### src/rtl/detect_event_counter.sv
// Counts accepted detection pulses with saturation, plus a fixed-length threshold alert.
// Single-cycle: count/sat/irq update at the edge that accepts the event; no backpressure.
module detect_event_counter #(
    parameter int CNT_W    = 8,
    parameter int IRQ_HOLD = 4
) (
    input  logic             clk,
    input  logic             rst_n,
    input  logic             en,
    input  logic             z,
    input  logic             clr,
    input  logic [CNT_W-1:0] thresh,
    output logic [CNT_W-1:0] count,
    output logic             irq,
    output logic             sat
);

    typedef enum logic [1:0] {
        ST_IDLE,
        ST_COUNT,
        ST_SAT
    } state_t;

    localparam logic [CNT_W-1:0] CNT_MAX   = {CNT_W{1'b1}};
    localparam logic [3:0]       HOLD_INIT = 4'(IRQ_HOLD);

    state_t           state_q;
    logic [CNT_W-1:0] count_q;
    logic [CNT_W-1:0] count_d;
    logic             sat_q;
    logic             irq_q;
    logic [3:0]       hold_q;
    logic             accept;
    logic             hit;

    // In COUNT the counter is always below CNT_MAX, so the increment never wraps.
    assign accept  = (state_q == ST_COUNT) && en && z && !clr;
    assign count_d = count_q + CNT_W'(1);
    assign hit     = accept && (thresh != '0) && (count_d == thresh);

    always_ff @(posedge clk) begin
        if (!rst_n) begin
            state_q <= ST_IDLE;
            count_q <= '0;
            sat_q   <= 1'b0;
            irq_q   <= 1'b0;
            hold_q  <= '0;
        end else if (clr) begin
            state_q <= en ? ST_COUNT : ST_IDLE;
            count_q <= '0;
            sat_q   <= 1'b0;
            irq_q   <= 1'b0;
            hold_q  <= '0;
        end else begin
            case (state_q)
                ST_IDLE: begin
                    if (en) state_q <= ST_COUNT;
                end
                ST_COUNT: begin
                    if (!en)
                        state_q <= ST_IDLE;
                    else if (accept && (count_d == CNT_MAX))
                        state_q <= ST_SAT;
                end
                default: begin
                    state_q <= ST_SAT;
                end
            endcase

            if (accept) begin
                count_q <= count_d;
                if (count_d == CNT_MAX) sat_q <= 1'b1;
            end

            // A new hit restarts the hold window; otherwise the window runs down regardless of state.
            if (hit) begin
                hold_q <= HOLD_INIT;
                irq_q  <= 1'b1;
            end else if (hold_q != '0) begin
                hold_q <= hold_q - 4'd1;
                irq_q  <= (hold_q != 4'd1);
            end
        end
    end

    assign count = count_q;
    assign irq   = irq_q;
    assign sat   = sat_q;

endmodule
### config.mk
export PLATFORM = sky130hd
export DESIGN_NAME = detect_event_counter
export DESIGN_NICKNAME = d
export VERILOG_FILES = /design/src/rtl/detect_event_counter.sv
export SDC_FILE = /design/constraint.sdc
export NUM_CORES = 1
export LEC_CHECK = 0
export ABC_CLOCK_PERIOD_IN_PS = 2000
export CELL_PAD_IN_SITES_DETAIL_PLACEMENT = 2
export CELL_PAD_IN_SITES_GLOBAL_PLACEMENT = 2
export CORE_ASPECT_RATIO = 0.7
export CORE_MARGIN = 3
export CORE_UTILIZATION = 34
export CTS_BUF_LIST = sky130_fd_sc_hd__clkbuf_4 sky130_fd_sc_hd__clkbuf_8
export DETAILED_ROUTE_END_ITERATION = 10
export DONT_BUFFER_PORTS = 1
export GPL_TIMING_DRIVEN = 0
export PLACE_DENSITY_LB_ADDON = 0.1
export SLEW_MARGIN = 30
export SYNTH_ARGS = -nofsm -noshare
export SYNTH_HDL_FRONTEND = slang
export SYNTH_SLANG_ARGS = --single-unit
### constraint.sdc
create_clock -name clk -period 2 [get_ports clk]
set_input_delay 0.2 -clock clk [delete_from_list [all_inputs] [get_ports clk]]
set_output_delay 0.2 -clock clk [all_outputs]
set_load 0.01 [all_outputs]
[After elaboration in Yosys (flattened, before gate mapping)]
Index checks and enable logic that the tools add are counted.
Storage, ports and cells
  logic and storage cells: 40
  bits in registers: 16
  output and inout bits: 10
Operators by class
  multiplexer cells: 10
  reduce and logical (&&, ||, !) cells: 15
  bitwise gates (word level): 1
  $add $sub $neg: 2
  eq/ne operators: 6
Operator list (count)
  8-bit by 1-bit adder with 8-bit output (second input constant): 1
  8-bit equality test: 1
  8-bit equality test (second input constant): 1
  2-bit 2-to-1 mux: 4
  8-bit nonzero test: 1
  1-bit logical AND: 6
  3-bit 2-to-1 mux: 2
  4-bit by 1-bit inequality test with 1-bit output (second input constant): 1
  4-bit by 3-bit inequality test with 1-bit output (second input constant): 1
  2-bit case mux with 2 select lines: 1
  2-bit AND reduction: 2
  4-bit nonzero test: 1
  4-bit by 1-bit subtractor with 4-bit output (second input constant): 1
  1-bit 2-to-1 mux: 3
  3-bit inequality test (second input constant): 1
  3-bit OR reduction: 1
  2-bit by 1-bit equality test with 1-bit output (second input constant): 1
  2-bit logical NOT: 1
  2-bit nonzero test: 1
  2-bit OR reduction: 1
  1-bit logical NOT: 1
  1-bit NOT: 1

[Depth between registers and ports, before layout]
  word-level depth: 9
  depth in mapped cells: 8

[Worst setup path after synthesis]
Ideal clock, no wire load.
  path kind: flip-flop to flip-flop
  start point: reg count_q[0], in the netlist count[0]
  end point: reg irq_q, in the netlist irq
  period minus slack after synthesis: 2.034 ns
  required time: 1.932 ns
  setup slack: -0.034 ns
  data arrival time: 1.967 ns
  cell stages (with the launch flop): 9
  cells stage by stage: dfxtp_1 > buf_2 > inv_1 > ha_1 > xnor2_1 > a211oi_1 > nand3_1 > or4_4 > a21oi_2
On the way
  word-level cells in the longest chain between the ends: 4
Ends and longest elaborated chain
  from (decl): RTL line 28  | logic [CNT_W-1:0] count_q;
  from (signal assigned): RTL line 71  | count_q <= count_d;
  8-bit by 1-bit adder with 8-bit output *: RTL line 38  | assign count_d = count_q + CNT_W'(1);
  net count_d[0]: RTL line 29  | logic [CNT_W-1:0] count_d;
  8-bit equality test *: RTL line 39  | assign hit = accept && (thresh != '0) && (count_d == thresh);
  1-bit logical AND *: RTL line 39
  1-bit 2-to-1 mux / 2-bit nonzero test (equally long branches)
  to (signal assigned): RTL line 81  | irq_q <= (hold_q != 4'd1);
  to (decl): RTL line 31  | logic irq_q;
The timed path passes the listed nets; every way through them passes the cells marked *.
A chain may end at the register's enable or synchronous reset.

[Final worst setup path]
  start point: reg count_q[0], in the netlist count[0]
  end point: reg hold_q[3]
On the way
  word-level cells in the longest chain between the ends: 4
Ends and longest elaborated chain
  8-bit by 1-bit adder with 8-bit output: RTL line 38
  8-bit equality test: RTL line 39
  1-bit logical AND: RTL line 39
  3-bit OR reduction (no source line)
  to (signal assigned): RTL line 80  | hold_q <= hold_q - 4'd1;
  to (decl): RTL line 32  | logic [3:0] hold_q;
No other way between the ends.

==> results_dict.tcl <==
set metrics [dict create \
    finalPower_mw 0.672 \
    firstDrtPassIters 4 \
    p_sw_mw 0.155 \
    power_density_nw_per_um2 519 \
    setup_tns_ns -0.0259 \
    vias 940 \
    synth_cell_types 35 \
    reg2regPathDepth 8 \
    syn_inst 121 \
    synth_area_leaders "dfxtp_1 (32%), xnor2_1 (9.5%), xor2_1 (6.9%)" \
    vdd.ir_drop.worst_uv 283 \
    path_class "flop to flop" \
    p_int_mw 0.517 \
    start_util_pct 38.3 \
    synth_area_um2 1010 \
    routed_wl_um 3490 \
    yosys.area.top_type "dfxtp_1" \
    final_common_cell "nor2_1" \
    setup_viol 1 \
    grt_start_max_net_pins 11 \
    ant_nets 0 \
    cp.arrival_ns 2.15 \
    fmax_ghz 0.494 \
    grt_overflow 0 \
    core-area_um2 2650 \
    path_clk_slew_ns 0.07 \
    antennaDiodeCount 0 \
    maxCapViolations 0 \
    hold_viol 0 \
    grt_pass1_wl_um 5550 \
    p_clk_share_pct 44.6 \
    final_core_util_pct 48.9 \
    fin_ws_ns -0.0259 \
    ys.warnings.count 0 \
    die_w_um 71.3 \
    violations "setup timing" \
    crit_top_cell "buf_4" \
    root_buffer "clkbuf_8" \
    p_leak_nw 0.466 \
    dp_hpwl_um 2240 \
    antenna_found_initial 0 \
    die_y_um 51.7 \
    syn_area_per_cell_um2 8.39 \
    cts_buffers 3 \
    io_buffer_count 0 \
    drive_gt1_share_pct 27.7 \
    synth_top_area_share_pct 31.6 \
    gp_congestion 0.754 \
    rows 15 \
    ys_ff_latch 16 \
    switching_share_pct 23.0 \
    p_seq_share_pct 47.6 \
    clk_latency_ns 0.26 \
    critPathMaxStageDelay_ns 0.39 \
    ys_seq_area_share_pct 31.6 \
    worst_pin_slew_ns 0.555 \
    end_kind "flop" \
    cts_num_sinks 16 \
    grt.total_usage_pct 20.1 \
    critPathLaunchType "flop" \
    comb_power_share_pct 7.8 \
    wl_per_cell_um 21.3 \
    worstPathCellList "buf_6, buf_4, and3_1, a31o_2, nand4_1, buf_4, o41ai_4, nor2_1" \
    finClkSkew_ns 0.00242 \
    period_share_pct 101 \
    min_path_cells 1 \
    area_growth_pct 27.5 \
    status "finished with violations" \
    io_pins 23 \
    clock_path_buffers 2 \
    final_area_um2 1290 \
    required_ns 2.13 \
    slew_headroom_pct 63.0 \
    fin_nets 148 \
    dpl_cell_area_um2 1070 \
    rsz0062_at_grt "true" \
    hold_path.class "primary input to flop" \
    layout_common_cells "nor2_1 (15), dfxtp_1 (14), xnor2_1 (9)" \
    drv_slew 0 \
    cts_tree "done" \
    period_needed_ns 2.03 \
    routed_via_density 5.73 \
    path_max_fanout 8 \
    cts_max_level 1 \
    grt_pass1_vias 1011 \
    drc 0 \
    hold_buffers 0 \
    slowest_stage "dfxtp_4" \
    drt_iter0_drc 43 \
    syn-num-nets 138 \
    dieArea_um2 3690 \
]
==> stage by stage <==
step                hold WS (ns)  setup slack, ns  cells
floorplan                  0.333           0.0108    121
global placement           0.336           -0.362    155
detailed placement         0.338           -0.438    155
CTS                       0.0631          0.00552    162
global route              0.0690          -0.0728    164
finish                    0.0670          -0.0259    164
==> worst paths after layout <==
kind | startpoint | to | slack, ns
max | count[0] | hold_q[3] | -0.03
max reg2reg | count[0] | hold_q[3] | -0.03
min | en | state_q[0] | 0.07
min reg2reg | state_q[1] | state_q[1] | 0.49
==> per-layer routing <==
metal / wire [µm] / vias up / global-route usage, %
met1: 1550 / 473 / 24.1
li1: - / 438 / -
met4: 48 / 0 / 5.94
met3: 161 / 4 / 6.56
met5: 0 / - / 0
met2: 1730 / 25 / 34.3
==> area by class of cell <==
cell class	count	area, µm²
clock buffer	4	55.1
fill	294	1350
tap	34	42.5
buffer	8	65.1
timing repair buffer	5	37.5
multi-input combinational	92	747
inverter	5	18.8
sequential	16	328
==> cell usage after synthesis, drive strengths merged <==
cell type	instances
nand2b	2
nand2	7
or4	1
nand3b	2
or3	1
o211a	2
nor3	2
nor2	16
ha	4
or2b	1
inv	5
o41ai	1
o21ai	2
nand4	6
dfxtp	16
a21oi	6
a31oi	2
nor4	2
a31o	2
nor3b	2
mux2i	1
a21bo	1
and3	4
mux2	1
xor2	8
nand3	2
o211ai	1
a211oi	2
buf	8
xnor2	11
==> worst max-delay path, delay by kind of cell, from the launching register on <==
kind	cells	cell delay, ns
buffers and inverters	3	0.43
AO/OA/AOI/OAI	2	0.59
AND/OR/NAND/NOR	3	0.48
flip-flops	1	0.39
==> flip-flops by register name, indices dropped and copies added (netlist names) <==
name	flops
state_q	2
sat	1
hold_q	4
count	8
irq	1
==> power by group through the flow <==
stage	Combinational [mW]	Sequential, mW	Clock [mW]
after floorplan	0.0279	0.329	0
after global placement	0.0338	0.329	0
after detailed placement	0.0367	0.329	0
after CTS	0.0425	0.320	0.304
after global routing	0.0569	0.320	0.321
final	0.0523	0.320	0.300
==> kinds of logic (layout without fill, tap and decap cells) <==
group | count (synthesis) | count (layout) | synth area share (%)
xor gates and xnor gates | 19 | 19 | 16.4
adders and majority gates | 4 | 4 | 4.93
and+or+nand+nor | 48 | 48 | 24.5
buffers and inverters | 13 | 22 | 6.78
DFF | 16 | 16 | 31.6
muxes | 2 | 2 | 2.10
AOI/OAI and AO/OA | 19 | 19 | 13.7
==> what timing repair did <==
item                                    4_1_cts  5_1_grt
gates resized for setup                      12       14
endpoints found under the setup margin        5        6
buffers inserted                              3        2
pin swaps                                     7        9
No activity file was read; power rests on OpenSTA's default activity.
